**src/rtl/alu_pkg.sv**
```systemverilog
// alu_pkg: shared opcode/state types and helpers for the sequential ALU
package alu_pkg;

    typedef enum logic [3:0] {
        ALU_ADD = 4'd0,
        ALU_ADC = 4'd1,
        ALU_SUB = 4'd2,
        ALU_SBB = 4'd3,
        ALU_CMP = 4'd4,
        ALU_AND = 4'd5,
        ALU_OR  = 4'd6,
        ALU_XOR = 4'd7,
        ALU_NOT = 4'd8,
        ALU_INC = 4'd9,
        ALU_DEC = 4'd10,
        ALU_MUL = 4'd11,
        ALU_SHL = 4'd12,
        ALU_SHR = 4'd13
    } alu_op_t;

    typedef enum logic [2:0] {
        S_IDLE  = 3'd0,
        S_EXEC  = 3'd1,
        S_MUL   = 3'd2,
        S_SHIFT = 3'd3,
        S_DONE  = 3'd4
    } alu_state_t;

    // Even parity of a zero-extended value; extra zero bits do not change the count
    function automatic logic parity_even(input logic [63:0] v);
        return ~^v;
    endfunction

endpackage

```
**src/rtl/alu_mul_seq.sv**
```systemverilog
// alu_mul_seq: iterative shift-add unsigned multiplier, one partial product per step
module alu_mul_seq #(
    parameter int WIDTH = 8
) (
    input  logic               clk,
    input  logic               rst,
    input  logic               load,
    input  logic               step,
    input  logic [WIDTH-1:0]   a,
    input  logic [WIDTH-1:0]   b,
    output logic [2*WIDTH-1:0] product
);

    logic [WIDTH-1:0]   mcand_q, mcand_d;
    logic [2*WIDTH-1:0] prod_q, prod_d;
    logic [WIDTH:0]     acc;

    // Multiplier sits in the low half and is consumed LSB first while the accumulator shifts right
    always_comb begin
        acc     = {1'b0, prod_q[2*WIDTH-1:WIDTH]} + {1'b0, mcand_q & {WIDTH{prod_q[0]}}};
        mcand_d = load ? a : mcand_q;
        prod_d  = load ? {{WIDTH{1'b0}}, b} : step ? {acc, prod_q[WIDTH-1:1]} : prod_q;
    end

    // Operand and partial-product registers
    always_ff @(posedge clk or negedge rst) begin
        if (!rst) begin
            mcand_q <= '0;
            prod_q  <= '0;
        end else begin
            mcand_q <= mcand_d;
            prod_q  <= prod_d;
        end
    end

    assign product = prod_q;

endmodule

```
**src/rtl/alu_seq.sv**
```systemverilog
// alu_seq: multi-cycle ALU with start/busy/done handshake feeding the flag register
module alu_seq
    import alu_pkg::*;
#(
    parameter int WIDTH = 8
) (
    input  logic             clk,
    input  logic             rst,
    input  logic             start,
    input  alu_op_t          opcode,
    input  logic [WIDTH-1:0] a,
    input  logic [WIDTH-1:0] b,
    input  logic             C_prev,
    output logic             busy,
    output logic             done,
    output logic [WIDTH-1:0] result,
    output logic [WIDTH-1:0] result_hi,
    output logic             result_we,
    output logic             C_flag,
    output logic             OV_flag,
    output logic             P_flag,
    output logic             Z_flag,
    output logic             S_flag,
    output logic             C_OV_en
);

    localparam int CW = $clog2(WIDTH + 1);

    alu_state_t         state_q, state_d;
    alu_op_t            op_q, op_d;
    logic [WIDTH-1:0]   a_q, a_d, b_q, b_d;
    logic               c_q, c_d;
    logic [CW-1:0]      cnt_q, cnt_d;
    logic [WIDTH-1:0]   res_q, res_d, res_hi_q, res_hi_d;
    logic               cf_q, cf_d, of_q, of_d, pf_q, pf_d, zf_q, zf_d, sf_q, sf_d;
    logic [CW-1:0]      shamt;
    logic               is_sub, cin, mul_load, mul_step, finish;
    logic [WIDTH-1:0]   bx, ex_res, fin_res, fin_hi;
    logic [WIDTH:0]     sum;
    logic               ex_c, ex_ov, fin_c, fin_ov;
    logic [2*WIDTH-1:0] product;

    assign shamt = CW'(32'(b) % WIDTH);

    alu_mul_seq #(.WIDTH(WIDTH)) u_mul (
        .clk     (clk),
        .rst     (rst),
        .load    (mul_load),
        .step    (mul_step),
        .a       (a),
        .b       (b),
        .product (product)
    );

    // Shared adder: subtraction adds ~b with carry-in 1 (or ~C_prev for SBB); borrow is the inverted carry
    always_comb begin
        is_sub = op_q inside {ALU_SUB, ALU_SBB, ALU_CMP};
        bx     = is_sub ? ~b_q : b_q;
        cin    = op_q == ALU_ADC ? c_q : op_q == ALU_SBB ? ~c_q : is_sub;
        sum    = {1'b0, a_q} + {1'b0, bx} + {{WIDTH{1'b0}}, cin};
    end

    // Single-cycle result; shifts reach here only with a zero amount and pass a through
    always_comb begin
        ex_res = '0;
        ex_c   = 1'b0;
        ex_ov  = 1'b0;
        case (op_q)
            ALU_ADD, ALU_ADC, ALU_SUB, ALU_SBB, ALU_CMP: begin
                ex_res = sum[WIDTH-1:0];
                ex_c   = is_sub ? ~sum[WIDTH] : sum[WIDTH];
                ex_ov  = (a_q[WIDTH-1] == bx[WIDTH-1]) && (sum[WIDTH-1] != a_q[WIDTH-1]);
            end
            ALU_AND:          ex_res = a_q & b_q;
            ALU_OR:           ex_res = a_q | b_q;
            ALU_XOR:          ex_res = a_q ^ b_q;
            ALU_NOT:          ex_res = ~a_q;
            ALU_INC:          ex_res = a_q + WIDTH'(1);
            ALU_DEC:          ex_res = a_q - WIDTH'(1);
            ALU_SHL, ALU_SHR: ex_res = a_q;
            default:          ex_res = '0;
        endcase
    end

    // Select the finishing value by the path that produced it
    always_comb begin
        fin_res = state_q == S_MUL ? product[WIDTH-1:0] : state_q == S_SHIFT ? a_q : ex_res;
        fin_hi  = state_q == S_MUL ? product[2*WIDTH-1:WIDTH] : '0;
        fin_c   = state_q == S_MUL ? |fin_hi : state_q == S_SHIFT ? c_q : ex_c;
        fin_ov  = state_q == S_MUL ? |fin_hi : state_q == S_SHIFT ? 1'b0 : ex_ov;
    end

    // Control FSM: accept in IDLE, iterate in MUL/SHIFT, latch result and flags on entry to DONE
    always_comb begin
        state_d  = state_q;
        op_d     = op_q;
        a_d      = a_q;
        b_d      = b_q;
        c_d      = c_q;
        cnt_d    = cnt_q;
        res_d    = res_q;
        res_hi_d = res_hi_q;
        cf_d     = cf_q;
        of_d     = of_q;
        pf_d     = pf_q;
        zf_d     = zf_q;
        sf_d     = sf_q;
        mul_load = 1'b0;
        mul_step = 1'b0;
        finish   = 1'b0;
        case (state_q)
            S_IDLE: begin
                if (start) begin
                    op_d     = opcode;
                    a_d      = a;
                    b_d      = b;
                    c_d      = C_prev;
                    mul_load = opcode == ALU_MUL;
                    if (opcode == ALU_MUL) begin
                        state_d = S_MUL;
                        cnt_d   = CW'(WIDTH);
                    end else if ((opcode == ALU_SHL || opcode == ALU_SHR) && shamt != '0) begin
                        state_d = S_SHIFT;
                        cnt_d   = shamt;
                    end else begin
                        state_d = S_EXEC;
                    end
                end
            end
            S_EXEC: finish = 1'b1;
            S_MUL: begin
                if (cnt_q == '0) begin
                    finish = 1'b1;
                end else begin
                    mul_step = 1'b1;
                    cnt_d    = cnt_q - CW'(1);
                end
            end
            S_SHIFT: begin
                if (cnt_q == '0) begin
                    finish = 1'b1;
                end else begin
                    a_d   = op_q == ALU_SHL ? a_q << 1 : a_q >> 1;
                    c_d   = op_q == ALU_SHL ? a_q[WIDTH-1] : a_q[0];
                    cnt_d = cnt_q - CW'(1);
                end
            end
            S_DONE:  state_d = S_IDLE;
            default: state_d = S_IDLE;
        endcase
        if (finish) begin
            state_d  = S_DONE;
            res_d    = fin_res;
            res_hi_d = fin_hi;
            cf_d     = fin_c;
            of_d     = fin_ov;
            pf_d     = parity_even(64'(fin_res));
            zf_d     = {fin_hi, fin_res} == '0;
            sf_d     = state_q == S_MUL ? fin_hi[WIDTH-1] : fin_res[WIDTH-1];
        end
    end

    // State, operand and held-result registers; reset aborts any operation in flight
    always_ff @(posedge clk or negedge rst) begin
        if (!rst) begin
            state_q  <= S_IDLE;
            op_q     <= ALU_ADD;
            a_q      <= '0;
            b_q      <= '0;
            c_q      <= 1'b0;
            cnt_q    <= '0;
            res_q    <= '0;
            res_hi_q <= '0;
            cf_q     <= 1'b0;
            of_q     <= 1'b0;
            pf_q     <= 1'b0;
            zf_q     <= 1'b0;
            sf_q     <= 1'b0;
        end else begin
            state_q  <= state_d;
            op_q     <= op_d;
            a_q      <= a_d;
            b_q      <= b_d;
            c_q      <= c_d;
            cnt_q    <= cnt_d;
            res_q    <= res_d;
            res_hi_q <= res_hi_d;
            cf_q     <= cf_d;
            of_q     <= of_d;
            pf_q     <= pf_d;
            zf_q     <= zf_d;
            sf_q     <= sf_d;
        end
    end

    assign busy      = state_q != S_IDLE;
    assign done      = state_q == S_DONE;
    assign result    = res_q;
    assign result_hi = res_hi_q;
    assign C_flag    = cf_q;
    assign OV_flag   = of_q;
    assign P_flag    = pf_q;
    assign Z_flag    = zf_q;
    assign S_flag    = sf_q;
    assign result_we = done && op_q != ALU_CMP;
    assign C_OV_en   = done && (op_q inside {ALU_ADD, ALU_ADC, ALU_SUB, ALU_SBB, ALU_CMP,
                                             ALU_MUL, ALU_SHL, ALU_SHR});

endmodule

```
**config.mk**
```make
export PLATFORM = sky130hd
export DESIGN_NAME = alu_seq
export DESIGN_NICKNAME = d
export VERILOG_FILES = /design/src/rtl/alu_pkg.sv /design/src/rtl/alu_mul_seq.sv /design/src/rtl/alu_seq.sv
export SDC_FILE = /design/constraint.sdc
export NUM_CORES = 1
export LEC_CHECK = 0
export BUFFER_PORTS_ARGS = -buffer_cell sky130_fd_sc_hd__buf_2
export CORE_MARGIN = 10
export CORE_UTILIZATION = 57
export DETAILED_ROUTE_END_ITERATION = 8
export MAX_ROUTING_LAYER = met4
export PLACE_DENSITY = 0.77
export SYNTH_ARGS = -nofsm -noshare
export SYNTH_HDL_FRONTEND = slang
export SYNTH_SLANG_ARGS = --single-unit
```
**constraint.sdc**
```tcl
create_clock -name clk -period 13.35 [get_ports clk]
set_clock_uncertainty 0.2 [all_clocks]
set_input_delay 2.0025 -clock clk [delete_from_list [all_inputs] [get_ports clk]]
set_output_delay 2.0025 -clock clk [all_outputs]
set_load 0.005 [all_outputs]
```
* Word-level counts from Yosys, hierarchy flattened
Cells that the tools add are included.
** Word-level totals
- Flip-flop bits (word level) :: 73
- Latch bits :: 0
- Bits in writable memories :: 0
- Memory bits (read-only) :: 0
- Input bits :: 24
- Output and inout port bits :: 25
- Logic and storage cells :: 125
- Memories kept :: 0
** Cells by class
- Add/sub/neg operators :: 6
- Multiply operators :: 0
- Divide/modulo/power cells :: 0
- Order comparisons :: 0
- Equal/unequal tests :: 29
- Shift operators :: 0
- Mux-type cells :: 41
- Bitwise gates (word level) :: 8
- Reductions and logical operators :: 26
** Operator list (count)
- 8-bit case mux with 8 select lines :: 1
- 64-bit XNOR reduction :: 1
- 8-bit two-way mux :: 7
- 4-bit == test, second input constant :: 9
- 16-bit two-way mux :: 2
- 8-bit by 8-bit adder with 9-bit output :: 2
- 1-bit two-way mux :: 18
- 8-bit bitwise AND :: 2
- 4-bit by 3-bit == test with 1-bit output, second input constant :: 4
- 16-bit logical NOT :: 1
- 4-bit two-way mux :: 4
- 8-bit NOT :: 2
- 8-bit case mux with 2 select lines :: 1
- 9-bit by 1-bit adder with 9-bit output :: 1
- 8-bit by 1-bit adder with 8-bit output, second input constant :: 1
- 4-bit by 2-bit == test with 1-bit output, second input constant :: 2
- 4-bit logical NOT :: 2
- 8-bit bitwise OR :: 1
- 4-bit case mux with 2 select lines :: 1
- 8-bit nonzero test :: 1
- 8-bit OR reduction :: 1
- 8-bit by 1-bit subtractor with 8-bit output, second input constant :: 1
- 8-bit bitwise XOR :: 1
- 3-bit by 2-bit == test with 1-bit output, second input constant :: 2
- 27 further kinds :: 42

* Logic depth before layout (Yosys ltp)
Gate-level depths: netlist of the first run.
- Word-level depth :: 10
- Gate-level depth with buffers :: 18
- Gate-level depth less buffers :: 16

* Hierarchy
A second synthesis of the first run with hierarchy kept.
** Second synthesis, totals
- Cells, all modules :: 639
- Area, all modules :: 5506.5 µm²
** By module, submodules not included
- alu_seq :: times used 1, cells each 510, area an instance 4125.2 µm², seq. area each 1226.2 µm²
- alu_mul_seq :: times used 1, cells each 129, area an instance 1381.3 µm², seq. area each 600.6 µm²

* Worst setup path after synthesis of the first run
OpenSTA, ideal clock, no wires.
- Path kind :: register to register
- Start point :: register op_q[0]
- End point :: register pf_q, in the netlist P_flag
- Setup time :: 0.126 ns
- Arrival :: 3.845 ns
- Data required time :: 13.024 ns
- Setup slack :: 9.178 ns
- Cell stages (with the launch flop) :: 19
- Buffers on the path :: 3
- Period minus slack after synthesis :: 4.172 ns
- Cell sequence :: dfrtp_1 > buf_4 > buf_6 > buf_6 > nor2_1 > a21oi_1 > nor2_2 > xnor2_1 > fa_1 > fa_1 > a21o_2 > a21oi_1 > xnor2_1 > nand2_1 > a221o_1 > ha_1 > xor2_1 > xnor2_1 > o21ai_0
** On the way
- Cells in the longest elaborated chain, start to end :: 9
- Elaborated cells between the ends (all ways) :: 25
- Those cells by class :: 2 x add/sub; 12 x eq/ne; 6 x mux; 5 x reduce/logical
** RTL lines
- start, declared :: RTL line alu_seq.sv:30 : alu_op_t op_q, op_d;
- start signal, assigned :: RTL line alu_seq.sv:181 : op_q <= op_d;
- 4-bit by 2-bit == test with 1-bit output, or another cell as far along :: RTL line alu_seq.sv:57, alu_seq.sv:68
- 3-bit nonzero test :: RTL line alu_seq.sv:57 : is_sub = op_q inside {ALU_SUB, ALU_SBB, ALU_CMP};
- 8-bit two-way mux or 1-bit two-way mux (tied branches) :: RTL line alu_seq.sv:58, alu_seq.sv:59
- 8-bit by 8-bit adder with 9-bit output or 1-bit two-way mux (tied branches) :: RTL line alu_seq.sv:60, alu_seq.sv:59
- 9-bit by 1-bit adder with 9-bit output :: RTL line alu_seq.sv:60 : sum = {1'b0, a_q} + {1'b0, bx} + {{WIDTH{1'b0}}, cin};
- 8-bit case mux with 8 select lines (*) :: RTL line alu_seq.sv:68 : case (op_q)
- 8-bit two-way mux (*) (2 in a row) :: RTL line alu_seq.sv:87 : fin_res = state_q == S_MUL ? product[WIDTH-1:0] : state_q == S_SHIFT ? a_q : ex_res;
- 64-bit XNOR reduction (*) :: RTL line alu_pkg.sv:31 : return ~^v;
- end signal, assigned :: RTL line alu_seq.sv:190 : pf_q <= pf_d;
- end, declared :: RTL line alu_seq.sv:35 : logic cf_q, cf_d, of_q, of_d, pf_q, pf_d, zf_q, zf_d, sf_q, sf_d;
Every way passes the cells marked *; elsewhere a longest branch is shown, timed or not.
A chain may end at the register's enable or synchronous reset.

* Worst setup path in the final report of the first run
- Start point :: register op_q[1]
- End point :: register pf_q, in the netlist P_flag
The elaborated chain is that of the path after synthesis.

==> results of run 1 <==
[cells by family (layout without fill, tap and decap cells)]
family,Yosys count,in the layout
adders and majority gates,47,47
muxes,35,35
AOI/OAI and AO/OA,169,169
and+or+nand+nor,218,218
DFF,73,73
xor gates and xnor gates,29,29
buffers and inverters,65,99
[Yosys cell counts, drive strengths merged (2+ instances only)]
master	instances	share of area
o32ai	3	0.0048
a21oi	42	0.041
a21o	11	0.015
o21ai	61	0.057
and2	12	0.014
xnor2	19	0.030
dfrtp	73	0.33
mux2	10	0.020
and3	4	0.0045
o221ai	3	0.0048
a22oi	10	0.014
o31ai	4	0.0054
o21bai	2	0.0034
nand3	24	0.022
or2	4	0.0045
nand3b	3	0.0041
a31oi	4	0.0045
a22o	2	0.0032
or3	4	0.0045
nor3	13	0.014
ha	43	0.098
fa	4	0.015
nor4	3	0.0034
o22ai	4	0.0045
inv	32	0.022
nand2	88	0.060
nor2b	5	0.0061
buf	24	0.029
nand2b	7	0.0079
nand4	2	0.0023
nor2	41	0.028
and2b	3	0.0041
o311ai	2	0.0032
o211ai	2	0.0027
mux2i	25	0.045
a211oi	6	0.010
nor3b	3	0.0061
xor2	10	0.016
clkbuf	9	0.0061
o31a	2	0.0032
a2111oi	2	0.0077
[stage by stage]
stage	cells	hold slack [ns]	utilization	instance area [um2]	setup WS, ns
3_5_place_dp	783	0.250	0.616	5750	8.55
3_3_place_gp	783	0.246	0.616	5750	8.65
5_1_grt	799	0.298	0.641	5970	8.16
4_1_cts	799	0.269	0.641	5970	8.52
2_1_floorplan	636	0.263	-	5520	9.18
6_report	799	0.263	0.641	5970	8.48
[state kept, by name, summed over array words and instances (netlist names)]
signal	count
u_mul.product	16
a_q	8
b_q	8
result	8
result_hi	8
u_mul.mcand_q	8
cnt_q	4
op_q	4
state_q	3
C_flag	1
OV_flag	1
P_flag	1
S_flag	1
Z_flag	1
c_q	1
[worst max path at each step]
stage,end,slack (ns),cells past startpoint
after floorplan,P_flag,9.18,18
after global placement,P_flag,8.65,16
after detailed placement,P_flag,8.55,16
after CTS,P_flag,8.52,16
after global routing,P_flag,8.16,16
final,P_flag,8.48,16
[layout make-up]
| cell class | count | area share |
|---|---|---|
| timing repair buffer | 51 | 0.0440 |
| clock inverter | 6 | 0.0151 |
| tap | 129 | 0.0270 |
| sequential | 73 | 0.306 |
| inverter | 32 | 0.0201 |
| clock buffer | 10 | 0.0230 |
| multi-input combinational | 498 | 0.565 |
[tightest hold or removal path: cells and delay by family (launching register included)]
family | cells | cell delay (ns)
flip-flops | 1 | 0.34
AND/OR/NAND/NOR | 2 | 0.09
[metal layers]
| layer | vias up | track usage | share of wire |
|---|---|---|---|
| li1 | 2296 | - | - |
| met1 | 2283 | 0.295 | 0.46 |
| met2 | 160 | 0.348 | 0.45 |
| met3 | 19 | 0.0424 | 0.070 |
| met4 | 0 | 0.0588 | 0.015 |
| met5 | - | - | 0 |
[report_power, final]
group | switching, mW | internal [mW]
Clock | 0.0889 | 0.111
Sequential | 0.142 | 0.317
Combinational | 0.709 | 0.532
Total | 0.939 | 0.960
==> flow_results.org, run 1 <==
** Die
- Site row count :: 35
- Horiz. Die Dim :: 118 um
- Die area :: roughly 14000 um2
- Ports placed on the boundary :: 49
- The initial utilization of the core area, before any placement, comes to 0.591.
- Standard cell core area :: 9330 um2
- From bottom edge to top edge, the die measures between 100 and 150 um.

** Clock tree
- Clock-pin slew on the worst setup and hold paths :: 0.08 ns
- After clock tree synthesis, the flow added hold-fix buffers numbering 0.
- The later pin in the worst-skew pair is clocked with a latency of 0.35 ns.
- Gates resized during post-CTS repair numbered 0.
- TritonCTS Buffers :: 9
- TritonCTS built the clock tree.
- In this run the number of H-tree levels came out at 3.
- Max Root-Sink Buffers :: 2
- The clock drives 73 sinks.
- After clock tree synthesis, the setup repair step added 0 buffers.
- Clock root cell :: sky130_fd_sc_hd__clkbuf_8

** Synth
- Post-synth top flop :: sky130_fd_sc_hd__dfrtp_1
- Post-synthesis instance area :: 5520 um2
- A synthesized cell averages between 8 and 9 um2.
- After synthesis, the share of flip-flops with an asynchronous set or reset is 1.00.
- Cell count after synthesis :: 636
- Of the post-synthesis cell area, the part taken by muxes is 0.0658.
- By area, the combinational part of the netlist is dominated by compound AO/OA/AOI/OAI gates.
- Synthesized-area fraction occupied by ao, oa, aoi and oai cells :: 0.200
- Of the total synthesized cell area, the portion taken by full adders, half adders and majority gates is 0.112.
- Number of flops mapped to enable cells by yosys :: 0
- The synthesized design contains 73 register bits.
- Sequential cell area fraction in the yosys report :: 0.331
- Yosys warning count :: 0
- Of the total synthesized cell area, the portion taken by AND, OR, NAND and NOR gates is 0.188.
- Of the total synthesized cell area, the portion taken by XOR and XNOR cells is 0.0460.
- Synthesized netlist net count :: 707
- After synthesis, the netlist uses 70 different library cells.

** Final layout
- Leaving out fill and tap cells, the most frequent cell in the layout is sky130_fd_sc_hd__nand2_1.
- Leading cell types in the layout, fill and taps excluded :: sky130_fd_sc_hd__nand2_1 (88), sky130_fd_sc_hd__dfrtp_1 (73), sky130_fd_sc_hd__o21ai_0 (56)
- Share of cells above drive strength 1 :: 0.145
- From synthesis to final layout, the design area changed by 8.30%.
- # fillers :: 828
- ANT cells :: 0
- Register area :: 1830 um2
- In the final layout, the multi-input gates occupy approximately 3400 um2.
- Nets :: 736

** Drt
- The final layout contains routed wiring with a total length of between 15 and 20 mm.
- Via-to-Cell Ratio :: 5.95
- DRC violation count after routing :: 0
- The detail route stage leaves a number of antenna-violating nets equal to 0.
- Count of vias placed by the detailed router :: 4758
- Dividing the detail-routed wire length by the instance count gives slightly below 20 um.
- In this run, the number of DRC markers left after iteration 0 of detailed routing was 421.
- The first detailed-routing pass took 5 iterations.

** Placement
- Final RePlAce weighted congestion :: around 1
- HPWL reported at the end of detailed placement :: 11.7 mm
- Buffers placed on the I/O ports in this run total 48.

** Setup path
- For this run, the slowest stage of the critical path takes 0.68 ns.
- By startpoint and endpoint, the worst setup path is classified as flop to flop.
- The slowest stage of the critical path is the sky130_fd_sc_hd__dfrtp_1 cell.
- Cells along the critical path :: nand2b_1 > nor2_1 > a21oi_1 > nor2_2 > xnor2_1 > fa_1 > fa_1 > a21o_2 > a21oi_1 > xnor2_1 > nand2_1 > a221o_1 > ha_1 > xor2_1 > xnor2_1 > o21ai_0
- The endpoint identified for the worst register-to-register timing path is P_flag.
- Setup slack on the worst reg-to-reg path comes out at 8.48 ns.
- Delay-heaviest family, CP :: adder cells
- The worst setup path is captured at a flop.
- STA puts the critical path data arrival time at 4.86 ns.
- Setup crit start :: op_q[1]
- Crit path launch type :: flop
- Cell depth of the worst flop-to-flop path :: 16
- Crit Reg-Reg Startpoint :: op_q[1]
- Req. time, crit path :: 13.34 ns
- Count of buffer and inverter cells on the critical path :: 0
- Cell with the most instances on the worst path :: sky130_fd_sc_hd__xnor2_1
- Maximum fanout count along the critical path :: 25

** Power
- Power density relative to cell area :: 318 nW/um2
- Worst vdd ir :: between 0.15 and 0.2 mV
- Lkg Pwr :: approximately 2.9 nW
- Final Power :: 1.90 mW

** Timing
- Setup total negative slack :: 0 ns
- Shortest period the worst path allows :: 4.87 ns
- The worst pin sits at a relative slew slack of 0.193.
- In the finished design, the share of the clock period the worst path needs comes to 0.365.
- The final count of pins violating max slew was 0.
- The total count of hold-check failures in the final report is 0.
- Based on the critical path, the design can be clocked at up to 205 MHz.
- For the pin with the worst max-slew slack, the measured transition is 1.20 ns.
- Unrepaired setup endpoints after global routing :: no
- Setup violators final :: 0

** Flow run
- Across the run, the number of max-cap violations was 0.

** Global routing
- Aggregate global routing overflow :: 0
- For this run, the total global-route usage over all layers was measured as 0.225.
- The number of antenna violations at the first check in global routing is 0.
- The first global-routing pass estimated 25.2 mm of wire.
- Entering global routing, the biggest net connects 74 pins.
- The number of global-route vias before repair came to 4750.

** Min path
- Source of the worst hold timing path :: result_hi[7]
- Hold WC Path Type :: flop to flop
- WHS Path Cells :: 2
- The path with the worst hold slack has its endpoint at result_hi[7].

** Run status
- The run finished with clean final reports.
(Power assumes the default switching activity.)
==> inputs of run 2 (changes only) <==
--- a/config.mk
+++ b/config.mk
@@ -7,7 +7,7 @@
 export LEC_CHECK = 0
 export BUFFER_PORTS_ARGS = -buffer_cell sky130_fd_sc_hd__buf_2
 export CORE_MARGIN = 10
-export CORE_UTILIZATION = 57
+export CORE_UTILIZATION = 55
 export DETAILED_ROUTE_END_ITERATION = 8
 export MAX_ROUTING_LAYER = met4
 export PLACE_DENSITY = 0.77
==> constraint.sdc (replaced) <==
create_clock -name clk -period 4.45 [get_ports clk]
set_clock_uncertainty 0.2 [all_clocks]
set_input_delay 0.6675 -clock clk [delete_from_list [all_inputs] [get_ports clk]]
set_output_delay 0.6675 -clock clk [all_outputs]
set_load 0.005 [all_outputs]
==> run 2 against run 1 <==
Effect of this change:
- final area grew 0.52%
- utilization shrank 2.6 points
- first-iteration DRC count grew 11%
- maximum frequency grew 19%
- cell count grew 1.6%
- sequential share of layout area shrank 0.16 points
- worst hold slack lost 0.0082 ns
- via count grew 3.5%
- die area grew 3.0%
- critical path depth is the same
- count of clock-buffer cells in the layout grew 1
- register-to-register slack lost 8.1 ns
- critical path type unchanged
- critical endpoint unchanged
==> flow_results.org, run 2 (synthesized netlist as in run 1, its figures left out) <==
** Run status
- Result of the run :: finished, final reports clean

** Global routing
- The number of global-route vias before repair came to 4780.
- Entering global routing, the biggest net connects 45 pins.
- GRT Resource Usage Total :: 0.226
- The number of antenna violations at the first check in global routing is 0.
- Aggregate global routing overflow :: 0
- The first global-routing pass estimated 25.5 mm of wire.

** Final layout
- Max reg flops :: 16
- The library cells used most frequently in the layout, excluding fill and tap cells, are sky130_fd_sc_hd__nand2_1 (88), sky130_fd_sc_hd__dfrtp_1 (73), sky130_fd_sc_hd__o21ai_0 (56).
- Layout overhead on the synthesized area :: 8.87%
- Share of cells above drive strength 1 :: 0.155
- Non-Filler Cell Area, Final :: 6010 um2
- Nets :: between 700 and 800
- Leaving out fill and tap cells, the most frequent cell in the layout is sky130_fd_sc_hd__nand2_1.
- The repair_antennas step left the layout with diodes totalling 0.
- Final cell count without fillers :: 812

** Drt
- In the routed design, unresolved DRC markers number 0.
- Count of vias placed by the detailed router :: 4926
- After detailed routing, the average wire length per cell comes to 19.5 um.
- In this run the remaining antenna-violating nets after routing total 0.
- Detailed router's first-iteration violation count :: 467
- Via-to-Cell Ratio :: a little over 6
- Overall routed net length :: ~16 mm
- Length of the first detailed-routing pass in iterations :: 7

** Min path
- Hold WC Path Type :: input port to async pin

** Placement
- In this run the cell area measured after placement is between 5000 and 6000 um2.
- Buffers placed on the I/O ports in this run total 48.
- At the end of routability-driven placement, the weighted congestion stood at 1.01.
- HPWL reported at the end of detailed placement :: roughly 12 mm
- Cell count after placement :: 796

** Setup path
- Walking the worst path, the cells encountered are nand2b_1 > nor2_1 > a21oi_1 > nor2_4 > xnor2_1 > fa_1 > fa_1 > a21o_2 > a21oi_1 > xnor2_1 > nand2_1 > a221o_1 > ha_1 > xor2_1 > xnor2_1 > o21ai_0.
- Data on the critical path is required at its endpoint by approximately 4.5 ns.
- Internal reg-to-reg setup slack :: 0.35 ns
- Cell with the most instances on the worst path :: sky130_fd_sc_hd__xnor2_1
- Crit path launch type :: flop
- Data arrives at the worst endpoint at 4.13 ns.
- FF-to-FF End :: P_flag
- In this run the critical register-to-register path is launched from op_q[1].
- The largest single stage delay on the critical path is 0.46 ns.
- The setup path with the least slack is of type flop to flop.
- CP Capture Type :: flop
- For the worst flop-to-flop path, the logic depth is 16.
- Count of buffer and inverter cells on the critical path :: 0
- Library cell contributing the largest single delay on the critical path :: sky130_fd_sc_hd__fa_1
- Broken down by cell family, the worst path's largest delay share belongs to adder cells.
- Maximum fanout count along the critical path :: 8

** Clock tree
- The clock tree synthesis step divided the H-tree into 3 levels.
- Worst-Skew Late Latency :: 0.37 ns
- CTS tree :: built
- Clock-pin slew on the worst setup and hold paths :: 0.08 ns
- Clock tree synthesis inserted a total of 9 buffers.
- CTS saw 73 sinks.
- The longest clock path from root to sink contains 2 buffers.
- For this design, the CTS-stage hold fixing added 0 buffers.
- The number of setup buffers added after CTS is 0.
- Clock root cell :: sky130_fd_sc_hd__clkbuf_8

** Timing
- Relative slew slack :: 0.186
- Actual transition at the worst max-transition pin :: 1.22 ns
- Shortest period the worst path allows :: 4.10 ns
- Hold violation total from the final report :: 0
- Setup total negative slack on the finished layout was measured at 0 ns.
- Fmax :: 244 MHz
- Unrepaired setup endpoints after global routing :: no
- The final count of pins violating max slew was 0.
- Period utilisation layout :: 0.921
- Setup violations remaining at the end of the flow were counted as 0.

** Die
- For this configuration, the core starts out at a cell density of 0.564.
- Die Span Y :: 120 um
- The floorplan has 36 rows.
- Horiz. Die Dim :: 120 um
- The die covers roughly 14000 um2.
- During I/O placement, the number of pins put on the boundary was 49.
- Standard cell core area :: roughly 10000 um2

** Flow run
- Maximum capacitance violations :: 0
-- run 2: repair_timing --
action / 4_1_cts / 5_1_grt
resized for setup: 0 / 1
setup endpoints to repair: 0 / 1
hold endpoints to repair: 0 / 0
-- run 2: final cells by class --
cell class / count / area, um2
Sequential cell: 73 / 1830
Multi-Input combinational cell: 498 / 3380
Fill cell: 895 / 3770
Inverter: 32 / 120
Timing Repair Buffer: 60 / 330
Tap cell: 133 / 166
Clock buffer: 11 / 141
Clock inverter: 5 / 40.0
-- run 2: stage by stage --
| stage | worst slack (ns) | hold WS, ns | utilization |
|---|---|---|---|
| after floorplan | 0.278 | 0.172 | - |
| after global placement | 0.365 | 0.246 | 0.595 |
| after detailed placement | 0.262 | 0.251 | 0.595 |
| after CTS | 0.250 | 0.271 | 0.614 |
| after global routing | 0.0939 | 0.304 | 0.614 |
| final | 0.353 | 0.255 | 0.614 |
-- run 2: how the worst max path moves through the flow --
| stage | endpoint | from | cells past startpoint |
|---|---|---|---|
| after floorplan | P_flag | op_q[0] | 18 |
| after global placement | P_flag | op_q[1] | 16 |
| after detailed placement | P_flag | op_q[1] | 16 |
| after CTS | P_flag | op_q[1] | 16 |
| after global routing | P_flag | op_q[1] | 16 |
| final | P_flag | op_q[1] | 16 |
-- run 2: routing by layer --
layer / track usage / routed length (um) / vias to the layer above
met5: - / 0 / -
met4: 0.0679 / 322 / 0
met3: 0.0394 / 1100 / 27
met2: 0.344 / 7240 / 191
met1: 0.300 / 7130 / 2387
li1: - / - / 2321
Power of run 2 is not shown: default switching activity piles up to over one toggle a cycle in this logic, so the estimate is an artifact.
==> inputs of run 3 (changes only) <==
--- a/config.mk
+++ b/config.mk
@@ -5,6 +5,7 @@
 export SDC_FILE = /design/constraint.sdc
 export NUM_CORES = 1
 export LEC_CHECK = 0
+export ABC_CLOCK_PERIOD_IN_PS = 4450
 export BUFFER_PORTS_ARGS = -buffer_cell sky130_fd_sc_hd__buf_2
 export CORE_MARGIN = 10
 export CORE_UTILIZATION = 55
@@ -13,4 +14,5 @@
 export PLACE_DENSITY = 0.77
 export SYNTH_ARGS = -nofsm -noshare
 export SYNTH_HDL_FRONTEND = slang
+export SYNTH_HIERARCHICAL = 1
 export SYNTH_SLANG_ARGS = --single-unit
==> run 3 against run 2 <==
Effect of this change:
- sequential share of layout area down 0.28 points
- first-iteration DRC count shrank 7.3%
- synthesized area is 0.18% lower
- non-clock buffer count up 1
- die area shrank 0.15%
- critical path type unchanged
- critical path depth did not move
- register-to-register slack about the same
- cell count up 0.62%
- highest routed layer unchanged
==> flow_results.org, run 3 <==
** Drt
- For this run, the detailed router's first-pass iteration total came to 5.
- Detailed router's first-iteration violation count :: 433
- Post-detailed-route count of antenna-violating nets :: 0
- Detailed routing inserted a total of 4888 vias.
- After detailed routing, the average wire length per cell comes to 19.2 um.
- Overall routed net length :: 15.6 mm
- Via-to-Cell Ratio :: 5.98
- In the routed design, unresolved DRC markers number 0.

** Final layout
- In the final design database the tool counted 750 nets.
- The register with the most flip-flops in the layout has 16 of them.
- Compared with the post-synthesis result, the final layout area differs by 10.1%.
- Leading cell types in the layout, fill and taps excluded :: sky130_fd_sc_hd__nand2_1 (100), sky130_fd_sc_hd__dfrtp_1 (73), sky130_fd_sc_hd__o21ai_0 (60)
- Counting the fill cells in the layout gives 891.
- Final standard cell utilization of the core :: 0.620
- ANT cells :: 0
- The library cell used most frequently in the layout, excluding fill and tap cells, is sky130_fd_sc_hd__nand2_1.
- Share of cells above drive strength 1 :: 0.156

** Clock tree
- Clock tree synthesis inserted a total of 9 buffers.
- Number of buffers added to fix hold violations after cts :: 0
- In this run the number of H-tree levels came out at 3.
- The clock drives between 70 and 80 sinks.
- The clock passes through at most 2 buffers.
- CTS tree :: built
- Setup repair bufs after CTS :: 0
- Worst-Skew Late Latency :: approximately 0.36 ns
- Post-cts sizing count :: 0
- The tree is rooted in a sky130_fd_sc_hd__clkbuf_8.
- Clock-pin slew on the worst setup and hold paths :: roughly 0.09 ns

** Placement
- HPWL reported at the end of detailed placement :: about 12 mm
- Input and output buffers added on the ports amount to 48.
- Final RePlAce weighted congestion :: around 0.95

** Timing
- On the final layout, the worst hold slack is about 0.17 ns.
- In the final timing run, aggregate negative setup slack is 0 ns.
- Number of slew-limit violations in the final report :: 0
- Actual transition at the worst max-transition pin :: 0.961 ns
- The total count of hold-check failures in the final report is 0.
- In the finished design, the share of the clock period the worst path needs comes to 0.923.
- Setup violations remaining at the end of the flow were counted as 0.
- Unrepaired setup endpoints after global routing :: no
- The smallest clock period supported by the final layout is computed as a little over 4 ns.
- Timing would allow up to between 200 and 250 MHz.
- The worst pin sits at a relative slew slack of 0.358.

** Die
- For this configuration, the core starts out at a cell density of 0.563.
- Site row count :: 36
- Horiz. Die Dim :: 120 um
- Die Span Y :: 120 um
- Die area :: 14400 um2
- Standard cell core area :: 9770 um2
- 49 I/O pins were placed.

** Synth
- Counting flops and latches in the post-synthesis netlist gives 73.
- Area share of the largest cell type after synthesis :: 0.332
- Leading post-synthesis cells by cell area :: sky130_fd_sc_hd__dfrtp_1 (33%), sky130_fd_sc_hd__ha_1 (9.8%), sky130_fd_sc_hd__nand2_1 (6.8%)
- Number of flops mapped to enable cells by yosys :: 0
- Sequential cell area fraction in the yosys report :: 0.332
- Synthesized netlist net count :: just over 700
- During synthesis, Yosys emitted a total of 6 warnings.
- Synthesis produced a netlist whose cell count is 639.
- Summed over all instances, the cell type with the most area after synthesis is sky130_fd_sc_hd__dfrtp_1.
- In the synthesized netlist the dominant register cell turns out to be sky130_fd_sc_hd__dfrtp_1.
- The most common cell in the synthesized netlist is sky130_fd_sc_hd__nand2_1.
- Leading post-synthesis cells by instance count :: sky130_fd_sc_hd__nand2_1 (100), sky130_fd_sc_hd__dfrtp_1 (73), sky130_fd_sc_hd__o21ai_0 (60)
- The number of different library cells used by synthesis comes to 74.
- Post-synth ARST share :: 1.00
- Post-synthesis instance area :: ~5500 um2
- Avg Inst Size Synth :: 8.62 um2

** Setup path
- Cells along the critical path :: nand2b_1 > nand2b_1 > a21oi_4 > xnor2_1 > fa_1 > fa_1 > a21o_1 > a21oi_1 > xor2_1 > o221ai_1 > a21oi_1 > o21a_1 > ha_1 > xor2_1 > xnor2_1 > o21ai_0
- The critical path contains buffers and inverters numbering 0 combined.
- The slowest stage of the critical path is the sky130_fd_sc_hd__dfrtp_1 cell.
- Crit path launch type :: flop
- In this design, the largest share of critical-path delay is due to adder cells.
- Setup crit start :: op_q[1]
- Maximum fanout count along the critical path :: 9
- The critical path in this run is classified as flop to flop.
- Data on the critical path is required at its endpoint by 4.47 ns.
- Crit Reg-Reg Startpoint :: op_q[1]
- At the worst endpoint, the arrival time is 4.13 ns.
- CP Capture Type :: flop
- For this run, the slowest stage of the critical path takes 0.48 ns.
- Crit path depth :: 16
- Cell depth of the worst flop-to-flop path :: 16

** Global routing
- After global routing the overflow that remains totals 0.
- Entering global routing, the biggest net connects 43 pins.
- First-pass GRT wire length :: 24.8 mm
- Vias in the first global route :: 4690
- The number of antenna violations at the first check in global routing was 0.
- For this run, the total global-route usage over all layers was measured as 0.219.

** Flow run
- Maximum capacitance violations :: 0

** Run status
- The run finished with clean final reports.

** Min path
- The tightest min-delay check is of the input port to async pin type.
run 3: cell count changes after synthesis, sizes merged, moves of 6 or more:
cell	delta
nand2b	+9
a21oi	-6
nand2	+12
nor3	-6
o21ai	+8
buf	-6
inv	-6
run 3: cell type report:
type / count / area (um2) / share of cell area
Inverter: 27 / 101 / 0.0167
Timing Repair Buffer: 61 / 338 / 0.0557
Clock buffer: 9 / 124 / 0.0204
Clock inverter: 7 / 77.6 / 0.0128
Multi-Input combinational cell: 507 / 3430 / 0.565
Tap cell: 133 / 166 / 0.0275
Sequential cell: 73 / 1830 / 0.301
run 3: cell families (layout without fill, tap and decap cells):
kind of cell	count (synthesis)	in the layout	share of synthesized area
flops	73	73	0.332
compound gates	181	181	0.217
buf+inv	59	104	0.0464
fa+ha+maj	47	47	0.112
mux	31	31	0.0593
xor+xnor	28	28	0.0445
simple gates	220	220	0.189
run 3: per-stage QoR:
| stage | cell area, um2 | setup WS (ns) | cells |
|---|---|---|---|
| 6_report | 6060 | 0.344 | 817 |
| 5_1_grt | 6060 | 0.0803 | 817 |
| 4_1_cts | 6060 | 0.400 | 817 |
| 3_5_place_dp | 5860 | 0.468 | 801 |
| 3_3_place_gp | 5860 | 0.514 | 801 |
| 2_1_floorplan | 5510 | 0.434 | 639 |
run 3: routing by layer:
layer | routed length, um | global-route usage | vias up
met1 | 7110 | 0.292 | 2337
met5 | 0 | - | -
met3 | 1170 | 0.0422 | 19
li1 | - | - | 2339
met4 | 232 | 0.0558 | 0
met2 | 7140 | 0.335 | 193
run 3: final timing paths:
check,slack [ns],to
max,0.34,P_flag
min,0.17,result[6]
max reg2reg,0.34,P_flag
min reg2reg,0.26,result_hi[3]
max in group asynchronous,2.86,op_q[0]
min in group clk,0.26,result_hi[3]
run 3: worst reg2reg max path: stages (launching register included):
cell	delay (ns)
sky130_fd_sc_hd__dfrtp_1	0.48
sky130_fd_sc_hd__nand2b_1	0.22
sky130_fd_sc_hd__nand2b_1	0.21
sky130_fd_sc_hd__a21oi_4	0.16
sky130_fd_sc_hd__xnor2_1	0.10
sky130_fd_sc_hd__fa_1	0.47
sky130_fd_sc_hd__fa_1	0.45
sky130_fd_sc_hd__a21o_1	0.18
sky130_fd_sc_hd__a21oi_1	0.18
sky130_fd_sc_hd__xor2_1	0.18
sky130_fd_sc_hd__o221ai_1	0.15
sky130_fd_sc_hd__a21oi_1	0.19
sky130_fd_sc_hd__o21a_1	0.14
sky130_fd_sc_hd__ha_1	0.23
sky130_fd_sc_hd__xor2_1	0.20
sky130_fd_sc_hd__xnor2_1	0.14
sky130_fd_sc_hd__o21ai_0	0.08
Power of run 3 is left out for the same reason.
